--- src/rtl/sm83_pkg.sv ---
// Shared types for the SM83 core: decoded control ops and sequencer states.
package sm83_pkg;

  typedef enum logic [2:0] {
    CTL_NOP  = 3'd0,
    CTL_LD   = 3'd1,
    CTL_ALU  = 3'd2,
    CTL_JP   = 3'd3,
    CTL_CALL = 3'd4,
    CTL_RET  = 3'd5,
    CTL_PUSH = 3'd6,
    CTL_POP  = 3'd7
  } ctl_op_t;

  typedef enum logic [1:0] {
    SEQ_FETCH = 2'd0,
    SEQ_EXEC  = 2'd1,
    SEQ_HALT  = 2'd2
  } seq_state_t;

endpackage

--- src/rtl/sm83_tcounter.sv ---
// T-state counter: counts 0..TPM-1 and holds on the last T-state while the
// memory bus is not ready, so a slow access stretches the M-cycle.
module sm83_tcounter #(
  parameter int TPM = 4,
  parameter int TW  = (TPM > 1) ? $clog2(TPM) : 1
) (
  input  logic          clk,
  input  logic          rst_n,
  input  logic          mem_ready,
  output logic [TW-1:0] tstate,
  output logic          m_end
);

  logic [TW-1:0] r_tstate;
  logic          w_last;

  assign w_last = (r_tstate == TW'(TPM - 1));
  assign m_end  = w_last && mem_ready;
  assign tstate = r_tstate;

  always_ff @(posedge clk or negedge rst_n) begin
    if (!rst_n) begin
      r_tstate <= '0;
    end else if (m_end) begin
      r_tstate <= '0;
    end else if (!w_last) begin
      r_tstate <= r_tstate + TW'(1);
    end
  end

endmodule

--- src/rtl/sm83_sequencer.sv ---
// Fetch/execute M-cycle sequencer for the SM83 core with bus-wait stretching.
// Define SM83_SEQ_HALT_EN to make HALT park the sequencer until irq_pending.
module sm83_sequencer
  import sm83_pkg::*;
#(
  parameter int TPM    = 4,
  parameter int MAX_MC = 6,
  parameter int MCW    = $clog2(MAX_MC + 1),
  parameter int TW     = (TPM > 1) ? $clog2(TPM) : 1
) (
  input  logic           clk,
  input  logic           rst_n,
  input  ctl_op_t        ctl_op,
  input  logic [MCW-1:0] op_mcycles,
  input  logic           halt_op,
  input  logic           mem_ready,
  input  logic           irq_pending,
  output logic           fetch_cycle,
  output logic           execute_cycle,
  output logic           execute_last,
  output logic [MCW-1:0] mcycle,
  output logic [TW-1:0]  tstate,
  output logic           m_end,
  output ctl_op_t        curr_op,
  output logic           halted
);

  seq_state_t     r_state,    w_state_nx;
  logic [MCW-1:0] r_mcycle,   w_mcycle_nx;
  logic [MCW-1:0] r_exec_len, w_exec_len_nx;
  ctl_op_t        r_curr_op,  w_curr_op_nx;
  logic [MCW-1:0] w_len_clamp;
  logic           w_m_end;
  logic           w_last;

  sm83_tcounter #(.TPM(TPM), .TW(TW)) u_tcounter (
    .clk       (clk),
    .rst_n     (rst_n),
    .mem_ready (mem_ready),
    .tstate    (tstate),
    .m_end     (w_m_end)
  );

  // Decoder may report more M-cycles than the sequencer supports; cap it.
  assign w_len_clamp = (op_mcycles > MCW'(MAX_MC)) ? MCW'(MAX_MC) : op_mcycles;
  assign w_last      = (r_mcycle == (r_exec_len - MCW'(1)));

  always_ff @(posedge clk or negedge rst_n) begin
    if (!rst_n) begin
      r_state    <= SEQ_FETCH;
      r_mcycle   <= '0;
      r_exec_len <= '0;
      r_curr_op  <= CTL_NOP;
    end else begin
      r_state    <= w_state_nx;
      r_mcycle   <= w_mcycle_nx;
      r_exec_len <= w_exec_len_nx;
      r_curr_op  <= w_curr_op_nx;
    end
  end

  always_comb begin
    w_state_nx    = r_state;
    w_mcycle_nx   = r_mcycle;
    w_exec_len_nx = r_exec_len;
    w_curr_op_nx  = r_curr_op;
    case (r_state)
      SEQ_FETCH: begin
        if (w_m_end) begin
          w_curr_op_nx  = ctl_op;
          w_exec_len_nx = w_len_clamp;
          w_mcycle_nx   = '0;
`ifdef SM83_SEQ_HALT_EN
          if (halt_op) w_state_nx = SEQ_HALT;
          else
`endif
          if (w_len_clamp != '0) w_state_nx = SEQ_EXEC;
        end
      end
      SEQ_EXEC: begin
        if (w_m_end) begin
          if (w_last) begin
            w_state_nx  = SEQ_FETCH;
            w_mcycle_nx = '0;
          end else begin
            w_mcycle_nx = r_mcycle + MCW'(1);
          end
        end
      end
      SEQ_HALT: begin
`ifdef SM83_SEQ_HALT_EN
        if (w_m_end && irq_pending) w_state_nx = SEQ_FETCH;
`else
        w_state_nx = SEQ_FETCH;
`endif
      end
      default: w_state_nx = SEQ_FETCH;
    endcase
  end

  assign fetch_cycle   = (r_state == SEQ_FETCH);
  assign execute_cycle = (r_state == SEQ_EXEC);
  assign execute_last  = (r_state == SEQ_EXEC) && w_last;
  assign mcycle        = r_mcycle;
  assign m_end         = w_m_end;
  assign curr_op       = r_curr_op;

`ifdef SM83_SEQ_HALT_EN
  assign halted = (r_state == SEQ_HALT);
`else
  // HALT support compiled out: these inputs have no effect.
  logic w_unused_halt;
  assign w_unused_halt = halt_op ^ irq_pending;
  assign halted        = 1'b0;
`endif

endmodule

--- config.mk ---
export PLATFORM = sky130hd
export DESIGN_NAME = sm83_sequencer
export DESIGN_NICKNAME = d
export VERILOG_FILES = /design/src/rtl/sm83_pkg.sv /design/src/rtl/sm83_tcounter.sv /design/src/rtl/sm83_sequencer.sv
export SDC_FILE = /design/constraint.sdc
export NUM_CORES = 1
export LEC_CHECK = 0
export ABC_AREA = 1
export BUFFER_PORTS_ARGS = -buffer_cell sky130_fd_sc_hd__buf_4
export CORE_MARGIN = 2
export CORE_UTILIZATION = 45
export CTS_CLUSTER_DIAMETER = 50
export CTS_CLUSTER_SIZE = 10
export DETAILED_ROUTE_END_ITERATION = 16
export PLACE_DENSITY = 0.74
export SLEW_MARGIN = 20
export SYNTH_ARGS = -nofsm -noshare
export SYNTH_HDL_FRONTEND = slang
export SYNTH_SLANG_ARGS = --single-unit
--- constraint.sdc ---
create_clock -name clk -period 1.4 [get_ports clk]
set_input_delay 0.14 -clock clk [delete_from_list [all_inputs] [get_ports clk]]
set_output_delay 0.14 -clock clk [all_outputs]
set_load 0.01 [all_outputs]
-- Word level (Yosys, flattened, before mapping)
Cells that the tools add are included.
W data, S select, Z words.
- output and inout port bits: 13
- register bits after elaboration: 13
- order comparisons: 1
- mux-type cells: 12
- add/sub/neg operators: 3
- equality and inequality tests: 8
- reduce and logical (&&, ||, !) cells: 8
- operators with widths (operator ; count):
    $mux W2 ; 6
    $mux W3 ; 4
    $ne A2 B1 Y1 const B ; 4
    $pmux W3 S2 ; 1
    $pmux W2 S2 ; 1
    $reduce_and A4 Y1 ; 1
    $add A3 B1 Y3 const B ; 1
    $eq A3 B3 Y1 ; 1
    $gt A3 B3 Y1 const B ; 1
    $reduce_and A3 Y1 ; 1
    $reduce_bool A3 Y1 ; 1
    $sub A3 B1 Y3 const B ; 1
    $add A2 B1 Y2 const B ; 1
    $eq A2 B1 Y1 const B ; 1
    $eq A2 B2 Y1 const B ; 1
    $logic_and A1 B1 Y1 ; 2
    $logic_not A2 Y1 ; 1
    $ne A2 B2 Y1 const B ; 1
    $reduce_and A2 Y1 ; 1
    $reduce_bool A2 Y1 ; 1

-- Logic depth before layout (Yosys ltp)
Gate-level depths: netlist of the first run.
- depth after elaboration: 6
- mapped depth: 10
- depth with buffers taken out: 10

-- Hierarchy
From an unflattened synthesis of the first run, not the netlist that was laid out.
- cells, all modules: 79
- area, all modules: 638.1 um^2
- by module, submodules not included (module ; area each (um^2) ; cells each ; sequential area each (um^2) ; instances):
    sm83_sequencer ; 533.0 ; 66 ; 250.2 ; 1
    sm83_tcounter ; 105.1 ; 13 ; 50.0 ; 1

-- Worst setup path before layout of the first run
Ideal clock, no wire load.
- kind: reg2reg
- start: reg u_tcounter.r_tstate[0], in the netlist u_tcounter.tstate[0]
- end: reg u_tcounter.r_tstate[1], in the netlist u_tcounter.tstate[1]
- path slack: 136 ps
- clock period less this slack: 1264 ps
- cell stages (with the launch flop): 5
- arrival time: 1139 ps
- data required time: 1275 ps
- cells stage by stage: dfrtp_1 ha_1 inv_1 or2_4 mux2_4
- longest elaborated chain between the ends: 3
- ends and longest elaborated chain (what ; RTL line ; text):
    from (decl) ; sm83_tcounter.sv:14 ; logic [TW-1:0] r_tstate;
    from (signal assigned) ; sm83_tcounter.sv:27 ; r_tstate <= r_tstate + TW'(1);
    $add A2 B1 Y2 / $eq A2 B2 Y1 (equally long branches) ; sm83_tcounter.sv:27, sm83_tcounter.sv:17 ;
    $mux W2 / $logic_and A1 B1 Y1 (equally long branches) ; sm83_tcounter.sv:26, sm83_tcounter.sv:18 ;
    $mux W2 / $ne A2 B2 Y1 (equally long branches) ; -- ;
Several ways; a longest one is shown, not always the timed one. The select of a mux whose other input is x is not followed.
A chain may end at the register's enable or synchronous reset.

-- Final worst setup path of the first run
- start: reg r_exec_len[0]
- end: out execute_last
- longest elaborated chain between the ends: 3
- ends and longest elaborated chain (what ; RTL line ; text):
    from (decl) ; sm83_sequencer.sv:30 ; logic [MCW-1:0] r_exec_len, w_exec_len_nx;
    from (signal assigned) ; sm83_sequencer.sv:57 ; r_exec_len <= w_exec_len_nx;
    $sub A3 B1 Y3 ; sm83_sequencer.sv:46 ; assign w_last = (r_mcycle == (r_exec_len - MCW'(1)));
    $eq A3 B3 Y1 ; sm83_sequencer.sv:46 ;
    $logic_and A1 B1 Y1 ; sm83_sequencer.sv:103 ; assign execute_last = (r_state == SEQ_EXEC) && w_last;
    to (decl) ; sm83_sequencer.sv:20 ; output logic execute_last,
Every way passes these cells.

==> summary by stage, run 1 <==
Critical path
The worst setup path is captured at an output pin. Along the worst path, the maximum fanout reaches 2. The most critical setup path has its startpoint at r_exec_len[0]$_DFFE_PN0P_. Measured in cells, the most critical reg-to-reg path has a length of 12. At the worst endpoint, the arrival time is 1.48 ns.

The startpoint of the lowest-slack register-to-register path is r_exec_len[0]$_DFFE_PN0P_. The data required time of the worst path is between 1 and 1.5 ns. The element type at the critical path start is a flip-flop. The class of the most critical setup path is flip-flop to output pin.

Route
After detailed routing, the number of remaining DRC violations is 0. The via density per instance is 4.731. The residual antenna-violating net count after detailed routing is 0.

The number of detailed-routing iterations run before antenna repair is 4. The routed layout has 615 vias. The total detailed-routing wirelength is 1.410 mm. The number of design-rule violations left by the first detailed-router iteration is 15. In the final routed layout, each cell accounts on average for 10.85 µm.

Timing
For this run, the top clock speed supported by timing is 616.9 MHz. The final worst setup slack is -0.2210 ns. Dividing the final minimum period by the clock period gives 115.8%. The final setup violation count is 4. The clock skew is roughly 0.0074 ns. After layout, the minimum clock period comes to 1.621 ns.

The total count of max-transition violations in the final report came to 0. The final hold violation count was 0. The post-route setup TNS is -0.4760 ns. Setup repair after global routing could not meet its margin everywhere. Across all hold checks on the routed design, the worst slack comes to between 0.07 and 0.08 ns.

Cells and area
The area added between synthesis and finish is 48.63%. The layout net count is 130. In the layout the commonest cells are sky130_fd_sc_hd__buf_4, sky130_fd_sc_hd__nand2_1, sky130_fd_sc_hd__dfrtp_1. Leaving out fill and tap cells, the most frequent cell in the layout is sky130_fd_sc_hd__buf_4. The number of diodes added for antenna fixing is 0. The filler cells instantiated in the layout total roughly 110. Cells with a size suffix above 1 make up 41.74% of the layout.

Clock network
The maximum buffer depth of the clock tree is 2. The number of buffers created by CTS is 3. The CTS clock-pin slew for the worst setup and hold paths is 0.08 ns. The clock latency reported for the late side of the worst-skew pair is 0.27 ns.

The CTS sink count is 12. TritonCTS built the clock tree. The root buffer cell chosen for the clock tree is sky130_fd_sc_hd__clkbuf_4. The H-tree depth is 1.

Placement
Prior to clock tree synthesis, the placed netlist has a worst setup slack of 0.02142 ns. Buffers placed on the I/O ports in this run total 20. Summed over all nets, the half-perimeter wirelength after detailed placement is 976.7 µm. The final weighted congestion in routability-driven placement is 0.7223.

Pwr
For this design the ratio of total power to cell area is roughly 2400 nW/µm². The highest ir drop seen on vdd is between 1000 and 1500 µV. Overall power consumption after layout is estimated at 2269 µW. The analysis attributes to cell leakage a power of between 0.0005 and 0.0006 µW.

Synthesis
Counting every instance in the synthesized netlist gives 83. Of the post-synthesis cell area, the dominant cell type holds 47.06%. The total nets after synthesis is 97.

After synthesis the cells add up to 638.1 µm². The Yosys warning count is 0. Synthesis inferred 12 register bits. The average cell area after synthesis is 7.688 µm². Synthesis instantiated 15 different standard cells from the library. The register area share after synthesis is 47.06%. The synthesized design spends more area on one cell type than any other, namely sky130_fd_sc_hd__dfrtp_1. Yosys attributes the largest share of cell area to sky130_fd_sc_hd__dfrtp_1, sky130_fd_sc_hd__nand2_1, sky130_fd_sc_hd__inv_1, sky130_fd_sc_hd__ha_1, sky130_fd_sc_hd__o21ai_0.

Floorplanning
The number of cell rows is 13. The I/O pin count is 24. The die span in y is between 40 and 50 µm.

The floorplan step defined a die boundary enclosing 1735 µm². The initial core utilization is 48.43%. In this run the horizontal extent of the chip is 41.66 µm. In this run the standard cell core region covers 1318 µm².

Global route
The first global-routing pass estimated 2.352 mm of wire. The initial antenna violation count is 0. The number of global-route vias before repair is 571. The total overflow reported by the global router is 0. The total routing usage reported by global routing is between 15 and 20%. The maximum number of pins on one net before global-route repair is 13.

Run status
The flow ran to the end, but the final reports show violations. The final reports fail on setup timing.

Job
The count of maximum capacitance violations is 0.

Worst hold path
In this run the most critical hold path is launched from ctl_op[1]. In this run the worst hold path is classified as input pin to flip-flop. The worst hold path passes through 3 cells.
synth_stat cells:
| master | count |
|---|---|
| sky130_fd_sc_hd__nand2_1 | 31 |
| sky130_fd_sc_hd__nor3_1 | 1 |
| sky130_fd_sc_hd__mux2_4 | 1 |
| sky130_fd_sc_hd__xor2_1 | 1 |
| sky130_fd_sc_hd__dfrtp_1 | 12 |
| sky130_fd_sc_hd__nand3_1 | 3 |
| sky130_fd_sc_hd__or2_4 | 1 |
| sky130_fd_sc_hd__buf_4 | 2 |
| sky130_fd_sc_hd__a21oi_1 | 1 |
| sky130_fd_sc_hd__conb_1 | 1 |
| sky130_fd_sc_hd__inv_1 | 14 |
| sky130_fd_sc_hd__o21ai_0 | 5 |
| sky130_fd_sc_hd__nor2_1 | 6 |
| sky130_fd_sc_hd__ha_1 | 3 |
| sky130_fd_sc_hd__o31ai_1 | 1 |
worst max-delay path: stages (launching register included):
cell and delay, ns:
sky130_fd_sc_hd__dfrtp_1 0.36, sky130_fd_sc_hd__inv_2 0.06, sky130_fd_sc_hd__ha_4 0.26, sky130_fd_sc_hd__inv_2 0.03
sky130_fd_sc_hd__nand2_2 0.06, sky130_fd_sc_hd__nand2_2 0.06, sky130_fd_sc_hd__nor2_2 0.09, sky130_fd_sc_hd__nand2_1 0.07
sky130_fd_sc_hd__nor2_1 0.10, sky130_fd_sc_hd__buf_4 0.12
per-layer routing:
metal	up-vias	routed length (µm)	share of wire (%)	GRT usage [%]
met1	284	587	42	22.13
met3	4	57	4.0	3.913
li1	312	-	-	-
met4	0	40	2.8	7.742
met5	-	0	0	0
met2	15	726	51	30.00
registers in the layout (all words and copies together), names as in the netlist:
register and flops:
curr_op 3, mcycle 3, r_exec_len 3, r_state 1, u_tcounter.tstate 2
area by class of cell:
cell class | instances | area (µm²) | area share (%)
multi-input combinational | 55 | 305.3 | 32.19
inverter | 14 | 52.55 | 5.541
tap | 15 | 18.77 | 1.979
timing repair buffer | 30 | 235.2 | 24.80
sequential | 12 | 300.3 | 31.66
clock buffer | 4 | 36.28 | 3.826
cell families (layout without fill, tap and decap cells):
family / after synthesis / after routing / synth area share [%]
AOI/OAI and AO/OA: 7 / 7 / 5.881
xor gates and xnor gates: 1 / 1 / 1.373
adders and majority gates: 3 / 3 / 5.883
buffers and inverters: 16 / 48 / 10.59
DFF: 12 / 12 / 47.06
muxes: 1 / 1 / 2.352
other: 1 / 1 / 0.5877
and+or+nand+nor: 42 / 42 / 26.27
path summary, 6_finish.rpt:
| path | to | slack (ns) |
|---|---|---|
| max | execute_last | -0.22 |
| min | curr_op[1]$_DFFE_PN0P_ | 0.07 |
| max reg2reg | mcycle[2]$_DFFE_PN0P_ | -0.09 |
| min reg2reg | curr_op[2]$_DFFE_PN0P_ | 0.48 |
| max in group asynchronous | r_exec_len[2]$_DFFE_PN0P_ | 1.00 |
| min in group asynchronous | u_tcounter.tstate[1]$_DFFE_PN0P_ | 0.24 |
report_power, final:
part           internal, µW  switching [µW]
sequential              511             115
combinational           721             649
clock                   158             115
repair_timing:
action                     CTS  global route
setup endpoints to repair    2             5
hold buffers                 1             0
gates resized for setup      8             7
pin swaps                    3             5
cloned                       0             0
hold endpoints to repair    12             0
setup buffers                5             1
through the flow:
stage                     cell area, µm²  cells  util, %
after floorplan                    638.1     83        -
after global placement             814.5    119    61.82
after detailed placement           814.5    119    61.82
after CTS                          925.9    129    70.28
after global routing               948.4    130    71.98
final                              948.4    130    71.98
Power figures use the tool's default switching activity.
==> inputs of run 2 (changes only) <==
PLACE_DENSITY = 0.79   (was 0.74)
==> run 2 against run 1 <==
  * The run still ends with setup timing left
  * Sequential power grew 1%
  * Wire length grew 1.6%
  * Combinational power is essentially flat
  * Maximum frequency shrank 2.3%
  * Design area is the same
  * First-iteration DRC count shrank 33%
  * Highest routed layer unchanged
==> summary by stage, run 2 (synthesis gave the netlist of run 1 again) <==
Timing
The maximum frequency from static timing analysis is 603.0 MHz (-2.3%). The clock period minus worst slack is 1.659 ns (+0.03749 ns). The share of the clock period used by the worst path after layout was 118.5% (+2.7 points). The final worst setup slack was -0.2585 ns (-0.03749 ns). The total count of max-transition violations in the final report was 0 (unchanged). The clock skew is 0.001342 ns (-0.006051 ns). The final setup violation count is 5 (+1). The post-route setup TNS came to -0.7111 ns (-0.2350 ns).

The final hold violation count is 0 (unchanged). Setup repair after global routing could not meet its margin everywhere.

Floorplanning
The initial core utilization is 48.43% (unchanged). The number of cell rows is 13 (unchanged). The total core area is 1318 µm² (unchanged). The die width came to 41.66 µm (unchanged). The die span in y is 41.66 µm (unchanged). The overall die area is 1735 µm² (unchanged). The I/O pin count is 24 (unchanged).

Cells and area
The area added between synthesis and finish is 48.63% (unchanged). The share of post-route cells with drive strength above 1 came to 42.61% (+0.87 points). The number of diodes added for antenna fixing is 0 (unchanged). In the layout the commonest cells are sky130_fd_sc_hd__buf_4, sky130_fd_sc_hd__nand2_1, sky130_fd_sc_hd__dfrtp_1. The layout net count is 130 (unchanged). The post-route non-filler standard cell count is 130 (unchanged). The core occupancy in the finished layout came to 71.98% (unchanged). The library cell used most frequently in the layout, excluding fill and tap cells, is sky130_fd_sc_hd__buf_4.

Clock network
TritonCTS built the clock tree. The clock latency reported for the late side of the worst-skew pair is 0.27 ns (about the same). The CTS clock-pin slew for the worst setup and hold paths is 0.08 ns (about the same). The maximum buffer depth of the clock tree is 2 (unchanged). The H-tree depth is 1 (unchanged).

The CTS sink count is 12 (unchanged). The number of buffers created by CTS is 3 (unchanged). The clock tree root driver cell is sky130_fd_sc_hd__clkbuf_4.

Route
The number of design-rule violations left by the first detailed-router iteration was 10 (-5). The number of detailed-routing iterations run before antenna repair is 4 (unchanged). The residual antenna-violating net count after detailed routing is 0 (unchanged). The via density per instance is 4.777 (+0.98%). The residual DRC count is 0 (unchanged).

The average wire per cell in the routed design is 11.02 µm (+1.6%). The count of vias placed by the detailed router is 621 (+0.98%). The total detailed-routing wirelength is 1.433 mm (+1.6%).

Critical path
The worst setup path startpoint is r_exec_len[0]$_DFFE_PN0P_. The number of cells on the worst reg-to-reg path is 12 (unchanged). The slack of the worst reg-to-reg path is -0.20 ns (-0.11 ns). In this run the critical register-to-register path is captured at mcycle[0]$_DFFE_PN0P_. The element type at the critical path start is a flip-flop.

The startpoint of the lowest-slack register-to-register path is r_exec_len[0]$_DFFE_PN0P_. The data required time of the worst path is 1.26 ns (about the same). The kind of end point of the critical path is an output pin. The arrival time of the worst setup path came to 1.52 ns (+0.04 ns). The class of the most critical setup path is flip-flop to output pin. The critical-path maximum fanout came to 2 (unchanged).

Global route
The number of global-route vias before repair is 531 (-7.0%). The total overflow reported by the global router is 0 (unchanged). The maximum number of pins on one net before global-route repair is 13 (unchanged). The initial antenna violation count was 0 (unchanged).

The global-route wire length before repair is 2.173 mm (-7.6%). The total routing usage reported by global routing came to 16.74% (-1.2 points).

Worst hold path
The cell count of the worst hold path is 3 (unchanged). For hold timing, the worst endpoint is curr_op[1]$_DFFE_PN0P_. The startpoint of the most critical hold path is ctl_op[1]. The path category of the worst min-delay check is input pin to flip-flop.

Pwr
The overall power consumption is 2271 µW (+0.10%). The leakage power of the design came to 0.0005166 µW (-0.23%). The ratio of total power to cell area came to 2395 nW/µm² (+0.10%).

The highest ir drop seen on vdd is 1379 µV (+0.60%).

Placement
The number of buffer cells added on primary ports is 20 (unchanged). The estimated wirelength of the detail-placed design is 1.042 mm (+6.7%). The instance count after placement with tap cells included came to 119 (unchanged). The final weighted congestion in routability-driven placement came to 0.7527 (+4.2%).

Job
The count of maximum capacitance violations was 0 (unchanged).

Run status
The flow ran to the end, but the final reports show violations. The checks that failed: setup timing.
## run 2: how the worst max path moves through the flow
stage | slack (ns) | end | cells past startpoint
global route | -0.35 | execute_last | 9
finish | -0.26 | execute_last | 9
floorplan | 0.14 | u_tcounter.tstate[1]$_DFFE_PN0P_ | 4
global placement | 0.05 | execute_last | 9
detailed placement | 0.007 | execute_last | 8
CTS | -0.25 | execute_last | 9
## run 2: where the power goes
part           internal, µW  switching, µW  leakage [µW]
sequential              511            122      0.000148
clock                   158            122     0.0000210
combinational           708            651      0.000348
## run 2: metrics by stage
stage                     cell area [µm²]  hold slack [ns]  setup WS (ns)
after floorplan                     638.1          -0.1556         0.1361
after global placement              814.5         -0.01268        0.05413
after detailed placement            814.5        -0.008547       0.006868
after CTS                           910.9          0.05749        -0.2518
after global routing                948.4          0.08018        -0.3530
final                               948.4          0.05935        -0.2585
## run 2: area by class of cell
class | instances | area, µm²
fillers | 105 | 369.1
multi-input cells | 55 | 309.0
flip-flops and latches | 12 | 300.3
repair buffers | 30 | 231.5
inverters | 14 | 52.55
clock buffers | 4 | 36.28
well taps | 15 | 18.77
## run 2: timing repair
action,in CTS,in global routing
resized for setup,11,5
hold buffers,1,0
endpoints found under the hold margin,12,0
buffers inserted,3,3
endpoints found under the setup margin,2,6
pin swaps,3,3
## run 2: worst max-delay path: stages, from the launching register on
cell and delay, ns:
sky130_fd_sc_hd__dfrtp_1 0.37, sky130_fd_sc_hd__inv_2 0.06, sky130_fd_sc_hd__ha_4 0.27, sky130_fd_sc_hd__inv_2 0.02, sky130_fd_sc_hd__nand2_1 0.05, sky130_fd_sc_hd__nand2_1 0.05, sky130_fd_sc_hd__nor2_2 0.12, sky130_fd_sc_hd__nand2_2 0.08
sky130_fd_sc_hd__nor2_2 0.10, sky130_fd_sc_hd__buf_4 0.12
## run 2: per-layer routing
metal	routed length, µm	share of wire [%]	GRT usage [%]	vias to the layer above
met4	11	0.77	5.806	0
li1	-	-	-	313
met2	737	51	28.44	17
met1	615	43	20.67	289
met3	69	4.8	3.913	2
met5	0	0	0	-
